--- src/rtl/uart_pkg.sv ---
// Shared UART definitions: transmit FSM state type and the baud divisor helper
// (also intended for reuse by the receive side).
package uart_pkg;

    typedef enum logic [1:0] {
        IDLE  = 2'd0,
        START = 2'd1,
        DATA  = 2'd2,
        STOP  = 2'd3
    } tx_state_t;

    // Clock cycles per bit, truncated toward zero.
    function automatic int baud_div(input int clk_freq, input int baud);
        return clk_freq / baud;
    endfunction

endpackage

--- src/rtl/baud_tick_gen.sv ---
// Bit-period counter: counts 0..DIV-1 while enabled and pulses tick on DIV-1.
// clear restarts the count so every frame begins on a fresh bit boundary.
module baud_tick_gen #(
    parameter int  DIV = 10,
    localparam int CW  = (DIV > 1) ? $clog2(DIV) : 1
) (
    input  logic          clk,
    input  logic          rst,
    input  logic          clear,
    input  logic          en,
    output logic          tick,
    output logic [CW-1:0] cnt
);

    logic [CW-1:0] cnt_q;
    logic [CW-1:0] cnt_d;
    logic          at_top_s;

    assign at_top_s = (cnt_q == CW'(DIV - 1));
    assign tick     = en & at_top_s;
    assign cnt      = cnt_q;

    // Next count: clear wins, otherwise wrap at DIV-1 while enabled.
    always_comb begin
        cnt_d = cnt_q;
        if (clear) begin
            cnt_d = '0;
        end else if (en) begin
            if (at_top_s) begin
                cnt_d = '0;
            end else begin
                cnt_d = cnt_q + CW'(1);
            end
        end else begin
            cnt_d = cnt_q;
        end
    end

    // Count register.
    always_ff @(posedge clk or posedge rst) begin
        if (rst) begin
            cnt_q <= '0;
        end else begin
            cnt_q <= cnt_d;
        end
    end

endmodule

--- src/rtl/uart_tx.sv ---
// 8N1 UART transmitter fed from a show-ahead FIFO. Pops one byte per frame,
// either from IDLE or in the final stop cycle so frames run back-to-back.
module uart_tx
    import uart_pkg::*;
#(
    parameter int CLK_FREQ = 100_000_000,
    parameter int BAUD     = 9600
) (
    input  logic       clk,
    input  logic       rst,
    input  logic       empty,
    input  logic [7:0] rdata,
    output logic       pop,
    output logic       tx,
    output logic       tx_busy
);

    localparam int DIV = baud_div(CLK_FREQ, BAUD);
    localparam int CW  = (DIV > 1) ? $clog2(DIV) : 1;

    tx_state_t     state_q, state_d;
    logic [7:0]    shift_q, shift_d;
    logic [2:0]    bit_q,   bit_d;
    logic          tx_q,    tx_d;
    logic          busy_q,  busy_d;
    logic          pop_s;
    logic          tick_s;
    logic          stop_last_s;
    logic [CW-1:0] baud_cnt_s;

    baud_tick_gen #(.DIV(DIV)) u_baud (
        .clk   (clk),
        .rst   (rst),
        .clear (pop_s),
        .en    (state_q != IDLE),
        .tick  (tick_s),
        .cnt   (baud_cnt_s)
    );

    assign stop_last_s = (baud_cnt_s == CW'(DIV - 1));
    // Pop is held off while reset is asserted so the FIFO never loses a byte
    // to a frame that cannot start.
    assign pop     = pop_s & ~rst;
    assign tx      = tx_q;
    assign tx_busy = busy_q;

    // Next-state, shift/bit-counter update and FIFO pop decision.
    always_comb begin
        state_d = state_q;
        shift_d = shift_q;
        bit_d   = bit_q;
        pop_s   = 1'b0;
        case (state_q)
            IDLE: begin
                if (!empty) begin
                    pop_s   = 1'b1;
                    shift_d = rdata;
                    state_d = START;
                end else begin
                    state_d = IDLE;
                end
            end
            START: begin
                if (tick_s) begin
                    state_d = DATA;
                    bit_d   = 3'd0;
                end else begin
                    state_d = START;
                end
            end
            DATA: begin
                if (tick_s) begin
                    shift_d = {1'b0, shift_q[7:1]};
                    if (bit_q == 3'd7) begin
                        state_d = STOP;
                        bit_d   = 3'd0;
                    end else begin
                        bit_d   = bit_q + 3'd1;
                    end
                end else begin
                    state_d = DATA;
                end
            end
            STOP: begin
                if (stop_last_s) begin
                    if (!empty) begin
                        pop_s   = 1'b1;
                        shift_d = rdata;
                        state_d = START;
                    end else begin
                        state_d = IDLE;
                    end
                end else begin
                    state_d = STOP;
                end
            end
            default: begin
                state_d = IDLE;
            end
        endcase
    end

    // Line level and busy flag for the cycle the next state is entered.
    always_comb begin
        tx_d   = 1'b1;
        busy_d = 1'b0;
        case (state_d)
            IDLE: begin
                tx_d   = 1'b1;
                busy_d = 1'b0;
            end
            START: begin
                tx_d   = 1'b0;
                busy_d = 1'b1;
            end
            DATA: begin
                tx_d   = shift_d[0];
                busy_d = 1'b1;
            end
            STOP: begin
                tx_d   = 1'b1;
                busy_d = 1'b1;
            end
            default: begin
                tx_d   = 1'b1;
                busy_d = 1'b0;
            end
        endcase
    end

    // State, datapath and output registers.
    always_ff @(posedge clk or posedge rst) begin
        if (rst) begin
            state_q <= IDLE;
            shift_q <= 8'h00;
            bit_q   <= 3'd0;
            tx_q    <= 1'b1;
            busy_q  <= 1'b0;
        end else begin
            state_q <= state_d;
            shift_q <= shift_d;
            bit_q   <= bit_d;
            tx_q    <= tx_d;
            busy_q  <= busy_d;
        end
    end

endmodule

--- config.mk ---
export PLATFORM = sky130hd
export DESIGN_NAME = uart_tx
export DESIGN_NICKNAME = d
export VERILOG_FILES = /design/src/rtl/uart_pkg.sv /design/src/rtl/baud_tick_gen.sv /design/src/rtl/uart_tx.sv
export SDC_FILE = /design/constraint.sdc
export NUM_CORES = 1
export LEC_CHECK = 0
export ABC_AREA = 0
export BUFFER_PORTS_ARGS = -buffer_cell sky130_fd_sc_hd__clkbuf_2
export CORE_MARGIN = 2
export CORE_UTILIZATION = 60
export DETAILED_ROUTE_END_ITERATION = 16
export HOLD_SLACK_MARGIN = 0.03
export PLACE_DENSITY = 0.89
export SLEW_MARGIN = 5
export SYNTH_ARGS = -nofsm -noshare
export SYNTH_HDL_FRONTEND = slang
export SYNTH_SLANG_ARGS = --single-unit
--- constraint.sdc ---
create_clock -name clk -period 5.2 [get_ports clk]
set_input_delay 1.04 -clock clk [delete_from_list [all_inputs] [get_ports clk]]
set_output_delay 1.04 -clock clk [all_outputs]
set_load 0.05 [all_outputs]
After elaboration in Yosys (flattened, before gate mapping)
Cells that the tools add are included. W data, S select, Z words.

$add $sub $neg: 2. Div/mod/pow operators: 0. Magnitude comparators: 0. Equality and inequality tests: 11. Shift operators: 0. Multipliers: 0. Mux-type cells: 22. Bitwise logic cells: 3. Reduce and logical (&&, ||, !) cells: 10.

Operators with widths (number): $mux W14 (3); $mux W8 (3); $pmux W8 S3 (1); $add A14 B1 Y14 const B (1); $eq A14 B14 Y1 const B (1); $mux W3 (3); $eq A2 B2 Y1 const B (4); $mux W2 (4); $pmux W2 S4 (1); $pmux W3 S2 (1); $reduce_and A3 Y1 (2); $reduce_bool A2 Y1 (3); $eq A2 B1 Y1 const B (2); $logic_not A2 Y1 (2); $ne A2 B2 Y1 const B (2); $pmux W1 S2 (2); $add A3 B1 Y3 const B (1); $eq A3 B3 Y1 const B (1); $mux W1 (3); $pmux W1 S3 (1); $reduce_bool A3 Y1 (1); $reduce_or A3 Y1 (1); $and A1 B1 Y1 (2); $ne A2 B1 Y1 const B (1); other kinds (2) (2).

Bits in registers: 29. Memories: 0. Latch bits: 0. RAM bits: 0. Output and inout port bits: 3. ROM bits: 0. Word-level logic and storage cells: 55.

Depth between registers and ports, before layout
Gate-level depths: netlist (run 1).

Word-level depth: 7. Depth in mapped cells: 11. Gate-level depth less buffers: 11.

By module
From an unflattened synthesis (run 1), not the netlist that was laid out.

Cell total of the unflattened synthesis: 186. Area total of the unflattened synthesis: 1879.3 sq um.

Modules (own cells, without submodules): uart_tx (area an instance 1053.5 sq um, times used 1, sequential area each 376.6 sq um, cells each 104); baud_tick_gen (area an instance 825.8 sq um, times used 1, sequential area each 350.3 sq um, cells each 82).

Worst setup path before layout (run 1)
OpenSTA, ideal clock, no wires.

Path kind: register -> output. From: register state_q[0]. To: output pop. Setup slack: 1203 ps. Required time: 4160 ps. Buffers on the path: 0. Data arrival time: 2957 ps. Cell stages (with the launch flop): 6. Path through: dfrtp_1 -> ha_1 -> or3b_2 -> nor4_1 -> nor2_1 -> nor4_1.

Word-level cells in the longest chain between the ends: 3.

RTL lines: from (decl) (line uart_tx.sv:21) `tx_state_t state_q, state_d;`; from (signal assigned) (line uart_tx.sv:140) `state_q <= state_d;`; $eq A2 B2 Y1 or $logic_not A2 Y1 (tied branches) (line uart_tx.sv:53) `case (state_q)`; $pmux W1 S2 * (line uart_tx.sv:53); $and A1 B1 Y1 * (line uart_tx.sv:43) `assign pop = pop_s & ~rst;`; to (decl) (line uart_tx.sv:13) `output logic pop,`.

Mark *: on every way between the ends. The rest lies on a longest branch, timed or not.

Worst setup path after layout (run 1)
Ends and elaborated chain as after synthesis.

==> results of run 1 <==
==> metal layers <==
metal  vias to the layer above  wire length, um
met5                         -                0
met4                         0               44
met3                         8              143
met2                        32             1710
met1                       726             1690
li1                        736                -
==> layout by cell type, fill, tap and decap left out, drive strengths merged, types with 2 or more instances in the layout <==
master	n
dfrtp	28
clkbuf	20
nor2	16
inv	14
ha	12
nand2	11
or3	10
o21ai	8
o221ai	7
nor4	7
nand4	6
a21oi	6
mux2i	6
xnor2	5
nand3	5
and2	4
xor2	4
a22o	3
a221oi	3
or4	2
nand2b	2
a21o	2
nor3	2
nand4bb	2
or3b	2
or2	2
==> synthesized netlist by cell type (2+ instances only) <==
| library cell | count | area share (%) |
|---|---|---|
| a21oi_1 | 6 | 1.6 |
| nand2_1 | 11 | 2.2 |
| a22o_1 | 3 | 1.4 |
| clkbuf_1 | 3 | 0.61 |
| o21ai_0 | 7 | 1.9 |
| xor2_1 | 4 | 1.9 |
| nor3_1 | 2 | 0.54 |
| nand2b_1 | 2 | 0.68 |
| buf_2 | 2 | 0.54 |
| mux2i_1 | 6 | 3.3 |
| or4_1 | 2 | 0.82 |
| a221oi_1 | 3 | 1.4 |
| ha_1 | 12 | 8.2 |
| and2_1 | 4 | 1.4 |
| xnor2_1 | 5 | 2.4 |
| o221ai_1 | 7 | 3.3 |
| nand4_1 | 6 | 2.0 |
| nand3_1 | 4 | 1.1 |
| inv_1 | 14 | 2.9 |
| nor2_1 | 16 | 3.3 |
| dfrtp_1 | 28 | 38 |
| nor4_1 | 6 | 2.0 |
| or3_1 | 10 | 3.4 |
| a21o_1 | 2 | 0.82 |
==> critical path: stages (launching register included) <==
cell      delay [ps]
dfrtp_1          450
ha_1             280
or3b_2           450
nor4_1           340
nor2_1           110
nor4_1           230
clkbuf_2         340
==> power breakdown <==
group          switching (W)  total [W]  internal (W)
clock network      0.0000764   0.000140     0.0000637
logic               0.000189   0.000291      0.000102
registers          0.0000418   0.000319      0.000277
total               0.000307   0.000750      0.000443
==> sequential cells by signal, indices dropped and copies added, names as in the netlist <==
signal	flops
state_q	2
shift_q	8
tx	1
tx_busy	1
bit_q	3
u_baud.cnt	14
==> worst paths after layout <==
kind / from / end / slack [ps] / cells past startpoint
setup / recovery: state_q[0]$_DFF_PP0_ / pop / 1620 / 6
hold / removal: bit_q[1]$_DFFE_PP0P_ / bit_q[1]$_DFFE_PP0P_ / 520 / 1
setup reg to reg: state_q[0]$_DFF_PP0_ / tx$_DFF_PP1_ / 2040 / 10
hold reg to reg: bit_q[1]$_DFFE_PP0P_ / bit_q[1]$_DFFE_PP0P_ / 520 / 1
max in group asynchronous: rst / shift_q[0]$_DFF_PP0_ / 3600 / 2
min in group asynchronous: rst / u_baud.cnt[8]$_DFFE_PP0P_ / 950 / 2
==> stage by stage <==
step                utilization (%)  cells  setup slack [ps]  hold WS, ps  total power [W]
CTS                            66.2    238              1620          523         0.000752
global route                   66.2    238              1400          547         0.000811
finish                         66.2    238              1620          522         0.000750
global placement               64.3    231              2040          497         0.000603
floorplan                         -    192              1200          477         0.000545
detailed placement             64.3    231              1990          504         0.000612
==> cell families (layout without fill, tap and decap cells) <==
| logic type | count (synthesis) | in the layout | synth area share, % |
|---|---|---|---|
| and+or+nand+nor | 74 | 74 | 23.7 |
| AOI/OAI and AO/OA | 40 | 40 | 16.0 |
| muxes | 7 | 7 | 3.88 |
| xor gates and xnor gates | 9 | 9 | 4.29 |
| buffers and inverters | 21 | 34 | 4.49 |
| DFF | 29 | 29 | 39.5 |
| adders and majority gates | 12 | 12 | 8.16 |
==> cell type report <==
cell class | count | area share (%)
tap | 33 | 2.10
clock buffer | 7 | 2.79
inverter | 14 | 2.67
sequential | 29 | 36.9
multi-input combinational | 142 | 52.3
timing repair buffer | 13 | 3.30
==> results.cfg, run 1 <==
[outcome]
status = completed

[global_route]
grt_use_met1_pct = 32.9
antenna_found_initial = 0
track_usage_pct = 24.2
grt.overflow.total = 0
grt_max_degree = 30
grt_pass1_vias = 1432
grt_pass1_wl_um = 6410
busiest_layer = met2
met2_usage_pct = 37.7
use_met3_pct = 6.77

[clock_tree]
htree_levels = 2
clock-sinks = 29
postCtsHoldBufs = 0
cts_buffers = 5
clk_pin_slew_worst_paths_ps = 80
cts_tree = done
clk_path_buf_depth = 2
root_buffer = clkbuf_4
worstSkewPairLatency_ps = 340
cts_resized = 0
post_cts_buffers = 0

[worst_setup_path]
cp_max_fo = 7
startpoint_type = flip-flop
required_ps = 4160
cp-end-kind = output port
worst_ep_arrival_time_ps = 2540
path_class = reg2out

[placed_design]
gp_congestion = 0.850
port_buffers = 13
hpwl_um = 2590
placed_area_sq_mm = 0.00192

[finish]
multi_input_area_sq_mm = 0.00103
diodes = 0
final_area_sq_mm = 0.00197
seq_area_sq_um = 727
fin_nets = 228
layout-drive-gt1-share_pct = 13.2
final.fill_count = 237
area_growth_pct = 7.14

[sta]
fmax_ghz = 0.280
finalSetupTns_ps = 0
rsz0062_at_grt = no
worst_pin_slew_ps = 1060
min_period_ps = 3580
setup_viol_count_final = 0
finalClockSkew_ps = 9.69
hold_viol = 0
maxSlewViolCount = 0
max_slew_margin_pct = 29.1
period_share_pct = 68.8

[floorplan]
die_w_um = 59.4
core_sq_mm = 0.00298
fp-row-count = 20
die_y_um = 59.4
pin_count = 14
die_area_sq_mm = 0.00352
start_util_pct = 61.8

[min_path]
worstHoldPathType = reg2reg

[logic_synthesis]
syn_avg_cell_area_sq_um = 9.58
synth-seq-cells = 29
synth_nets = 215
ys_warn_count = 0
synthArstFlopShare_pct = 100
netlist_instances = 192
synth_enable_flop_cells = 0
ys_seq_area_share_pct = 39.5
synth_cell_types = 51
syn_area_sq_mm = 0.00184
synth-main-ff-cell = dfrtp_1

[detailed_routing]
drc_errors = 0
first_iter_violations = 44
viasPerCell = 6.31
wire_per_inst_um = 15.1
vias = 1502
ant_nets = 0
wl_um = 3590
first_pass_iters = 4

[run]
drv_cap = 0

[power_and_ir_drop]
power_density_mw_per_mm2 = 380
peakVddDrop_uv = 227
p_leak_nw = 0.852
Note: power is estimated with default switching activity, not from simulation.
==> run 2: changes to the inputs <==
Settings changed: CORE_UTILIZATION 60 to 59, PLACE_DENSITY 0.89 to 0.87.
Clock period 5.2 ns to 3.5 ns, I/O delays scaled along.
==> results.cfg, run 2 (synthesis results as in run 1) <==
[outcome]
status = completed

[floorplan]
die_area_sq_mm = 0.00358
start_util_pct = 61.2
pin_count = 14
fp-row-count = 20
core_sq_mm = 0.00300
die_y_um = 59.8
die_w_um = 59.8

[worst_setup_path]
slowest_stage = dfrtp_1
startpoint_type = flip-flop
crit_path_max_incr_delay_ps = 470
crit_path_cell_trace = ha_1, or3b_2, nor4_2, nor2_1, nor4_2, clkbuf_2
r2r_cells = 10
critPathCapture = pop
worst_ep_arrival_time_ps = 2440
r2r-start = state_q[0]$_DFF_PP0_
cp-startpoint = state_q[0]$_DFF_PP0_
path_class = reg2out
cp_max_fo = 7
cp-end-kind = output port
regToRegEndpoint = tx$_DFF_PP1_
required_ps = 2800
cp_common_cell = nor4_2
rrSetupSlack_ps = 490

[finish]
diodes = 0
final_area_sq_mm = 0.00199
final_cell_mix = dfrtp_1 (28), nor2_1 (16), inv_1 (14)
fin_nets = 229
final.fill_count = 240
layout-drive-gt1-share_pct = 15.0
area_growth_pct = 8.03
final_common_cell = dfrtp_1
largest_reg_flops = 14
fin_util_pct = 66.2

[placed_design]
placed_area_sq_mm = 0.00193
hpwl_um = 2800
gp_congestion = 0.818
port_buffers = 13

[global_route]
antenna_found_initial = 0
grt_pass1_vias = 1506
track_usage_pct = 25.1
grt_pass1_wl_um = 6740
grt_max_degree = 30
grt.overflow.total = 0

[sta]
worst_pin_slew_ps = 1100
fmax_ghz = 0.319
holdWs_ps = 536
rsz0062_at_grt = no
max_slew_margin_pct = 26.6
period_share_pct = 89.6
maxSlewViolCount = 0
setup_viol_count_final = 0
finalSetupTns_ps = 0
finalClockSkew_ps = 15.6
hold_viol = 0
min_period_ps = 3140

[detailed_routing]
viasPerCell = 6.38
vias = 1530
wire_per_inst_um = 16.1
drc_errors = 0
wl_um = 3870
first_pass_iters = 4
first_iter_violations = 82
ant_nets = 0

[clock_tree]
clock-sinks = 29
htree_levels = 2
cts_buffers = 5
worstSkewPairLatency_ps = 330
clk_pin_slew_worst_paths_ps = 90
postCtsHoldBufs = 0
cts_tree = done
clk_path_buf_depth = 2
root_buffer = clkbuf_4
post_cts_buffers = 0

[power_and_ir_drop]
p_leak_nw = 0.858
switching_share_pct = 41.7
power.switching_w = 0.000459
intPower_w = 0.000642
seqPwrFrac_pct = 42.9
comb_power_share_pct = 39.5
pwr-share-clk_pct = 17.6
peakVddDrop_uv = 458
power_density_mw_per_mm2 = 554

[run]
drv_cap = 0

[min_path]
worstHoldPathType = reg2reg
==> run 2: how the worst min path moves through the flow <==
stage,from,slack (ps),depth (start not counted),end
after floorplan,u_baud.cnt[0]$_DFFE_PP0P_,480,1,u_baud.cnt[0]$_DFFE_PP0P_
final,u_baud.cnt[0]$_DFFE_PP0P_,540,1,u_baud.cnt[0]$_DFFE_PP0P_
after global routing,bit_q[1]$_DFFE_PP0P_,560,1,bit_q[1]$_DFFE_PP0P_
after CTS,u_baud.cnt[0]$_DFFE_PP0P_,540,1,u_baud.cnt[0]$_DFFE_PP0P_
after detailed placement,u_baud.cnt[1]$_DFFE_PP0P_,510,1,u_baud.cnt[1]$_DFFE_PP0P_
after global placement,bit_q[1]$_DFFE_PP0P_,490,1,bit_q[1]$_DFFE_PP0P_
==> run 2: timing repair <==
item                                   4_1_cts  5_1_grt
endpoints found under the hold margin        0        0
setup endpoints to repair                    0        1
resized for setup                            0        1
==> run 2: cell type report <==
class / instances / area (sq um) / share of cell area, %
repair buffers: 14 / 72.6 / 3.65
well taps: 33 / 41.3 / 2.08
inverters: 14 / 52.6 / 2.64
clock buffers: 6 / 41.3 / 2.08
clock inverters: 2 / 10.0 / 0.504
multi-input cells: 142 / 1040 / 52.5
flip-flops and latches: 29 / 727 / 36.6
==> run 2: power groups by stage <==
stage / Sequential, W / Combinational, W / Clock (W)
2_1_floorplan: 0.000495 / 0.000318 / 0
3_3_place_gp: 0.000471 / 0.000417 / 0
3_5_place_dp: 0.000478 / 0.000434 / 0
4_1_cts: 0.000472 / 0.000438 / 0.000198
5_1_grt: 0.000483 / 0.000501 / 0.000210
6_report: 0.000472 / 0.000435 / 0.000193
==> run 2: routing by layer <==
layer	up-vias	part of all wire (%)	routed length (um)	global-route usage (%)
li1	738	-	-	-
met1	735	44	1710	33.7
met2	48	49	1900	39.6
met3	9	4.7	183	4.98
met4	0	2.0	76	10.5
met5	-	0	0	0
==> run 2: metrics by stage <==
step | setup WS (ps) | cells | power, W
floorplan | 420 | 192 | 0.000813
global placement | 669 | 232 | 0.000888
detailed placement | 501 | 232 | 0.000913
CTS | 237 | 240 | 0.00111
global route | 159 | 240 | 0.00119
finish | 365 | 240 | 0.00110
==> run 2: critical path: cells and delay by family, from the launching register on <==
kind | cells | cell delay (ps)
AND/OR/NAND/NOR | 4 | 1010
flip-flops | 1 | 470
buffers and inverters | 1 | 320
adder cells (fa/ha/maj) | 1 | 310
==> run 3: changes to the inputs <==
Settings changed: CORE_UTILIZATION 59 to 29, PLACE_DENSITY 0.87 to 0.53.
==> results.cfg, run 3 (synthesis results as in run 1) <==
[finish]
layout-drive-gt1-share_pct = 14.9
largest_reg_flops = 14
area_growth_pct = 13.4
final_cell_mix = dfrtp_1 (28), nor2_1 (16), inv_1 (14)
fin_nets = 231
diodes = 0
final_common_cell = dfrtp_1

[global_route]
track_usage_pct = 12.2
grt_pass1_wl_um = 6910
antenna_found_initial = 0
grt_max_degree = 22
grt.overflow.total = 0
grt_pass1_vias = 1418

[detailed_routing]
wire_per_inst_um = 13.8
viasPerCell = 5.16
first_pass_iters = 5
wl_um = 3940
drc_errors = 0
first_iter_violations = 89
ant_nets = 0
vias = 1472

[clock_tree]
worstSkewPairLatency_ps = 280
clock-sinks = 29
cts_buffers = 5
postCtsHoldBufs = 0
post_cts_buffers = 0
clk_pin_slew_worst_paths_ps = 60
htree_levels = 2
clk_path_buf_depth = 2
cts_resized = 0
root_buffer = clkbuf_8
cts_tree = done

[floorplan]
pin_count = 14
core_sq_mm = 0.00624
die_y_um = 83.6
die_area_sq_mm = 0.00700
start_util_pct = 29.5
die_w_um = 83.6
fp-row-count = 29

[worst_setup_path]
r2r_cells = 10
startpoint_type = flip-flop
required_ps = 2800
slowest_stage = or3b_2
r2r-start = state_q[0]$_DFF_PP0_
regToRegEndpoint = tx$_DFF_PP1_
crit_path_cell_trace = ha_1, or3b_2, nor4_1, nor2_1, nor4_2, clkbuf_2
path_class = reg2out
cp_max_fo = 7
worst_ep_arrival_time_ps = 2580
cp-end-kind = output port
crit_path_max_incr_delay_ps = 470
rrSetupSlack_ps = 480

[sta]
finalClockSkew_ps = 4.89
setup_viol_count_final = 0
rsz0062_at_grt = no
hold_viol = 0
worst_pin_slew_ps = 835
max_slew_margin_pct = 44.2
maxSlewViolCount = 0
period_share_pct = 93.8
finalSetupTns_ps = 0
fmax_ghz = 0.305
holdWs_ps = 512
min_period_ps = 3280

[min_path]
min_from = bit_q[2]$_DFFE_PP0P_
worstHoldPathType = reg2reg
min_to = bit_q[2]$_DFFE_PP0P_
hold_depth = 1

[power_and_ir_drop]
power.switching_w = 0.000471
intPower_w = 0.000730
pwr-share-clk_pct = 23.6
comb_power_share_pct = 37.4
peakVddDrop_uv = 233
seqPwrFrac_pct = 39.0
power_density_mw_per_mm2 = 576
p_leak_nw = 0.881
switching_share_pct = 39.2

[placed_design]
gp_congestion = 0.820
hpwl_um = 2810
port_buffers = 13

[run]
drv_cap = 0

[outcome]
status = completed
## run 3: changes by cell type in the layout (fill, tap and decap cells not counted)
cell      delta
nor4_1       +1
nor4_2       -1
buf_4        +2
clkbuf_8     +6
clkinv_2     -2
clkbuf_4     -5
## run 3: power groups by stage
stage	sequential, W	combinational (W)	clock (W)
6_report	0.000469	0.000449	0.000283
5_1_grt	0.000482	0.000508	0.000310
4_1_cts	0.000469	0.000450	0.000296
3_5_place_dp	0.000475	0.000447	0
3_3_place_gp	0.000473	0.000448	0
2_1_floorplan	0.000495	0.000318	0
## run 3: final cells by class
class                      instances  area [sq um]
sequential                        29           727
tap                               77          96.3
fill                             665          4160
timing repair buffer              16          87.6
inverter                          14          52.6
clock buffer                       7          86.3
multi-input combinational        142          1040
## run 3: how the worst max path moves through the flow
stage / cells after the start / endpoint / slack (ps) / start
2_1_floorplan: 5 / pop / 420 / state_q[0]$_DFF_PP0_
3_3_place_gp: 10 / tx$_DFF_PP1_ / 570 / state_q[0]$_DFF_PP0_
3_5_place_dp: 10 / tx$_DFF_PP1_ / 510 / state_q[0]$_DFF_PP0_
4_1_cts: 6 / pop / 240 / state_q[0]$_DFF_PP0_
5_1_grt: 6 / pop / 60 / state_q[0]$_DFF_PP0_
6_report: 6 / pop / 220 / state_q[0]$_DFF_PP0_
## run 3: layer usage
layer  vias to the layer above  track usage, %  wire [um]
met5                         -               0          0
met4                         0            5.28         80
met3                         7            3.17        126
met2                        27            17.5       1650
met1                       698            17.2       2090
li1                        740               -          -
## run 3: per-stage QoR
| stage | worst slack [ps] | area (sq um) | util [%] | total power, W | std cells |
|---|---|---|---|---|---|
| after floorplan | 420 | 1850 | - | 0.000813 | 192 |
| after global placement | 573 | 2000 | 32.0 | 0.000921 | 278 |
| after detailed placement | 510 | 2000 | 32.0 | 0.000922 | 278 |
| after CTS | 237 | 2090 | 33.4 | 0.00121 | 285 |
| after global routing | 55.7 | 2090 | 33.4 | 0.00130 | 285 |
| final | 218 | 2090 | 33.4 | 0.00120 | 285 |
## run 3: critical path, delay by kind of cell, from the launching register on
| family | cells | cell delay [ps] |
|---|---|---|
| simple gates | 4 | 1220 |
| flops | 1 | 450 |
| buf+inv | 1 | 320 |
| fa+ha+maj | 1 | 310 |
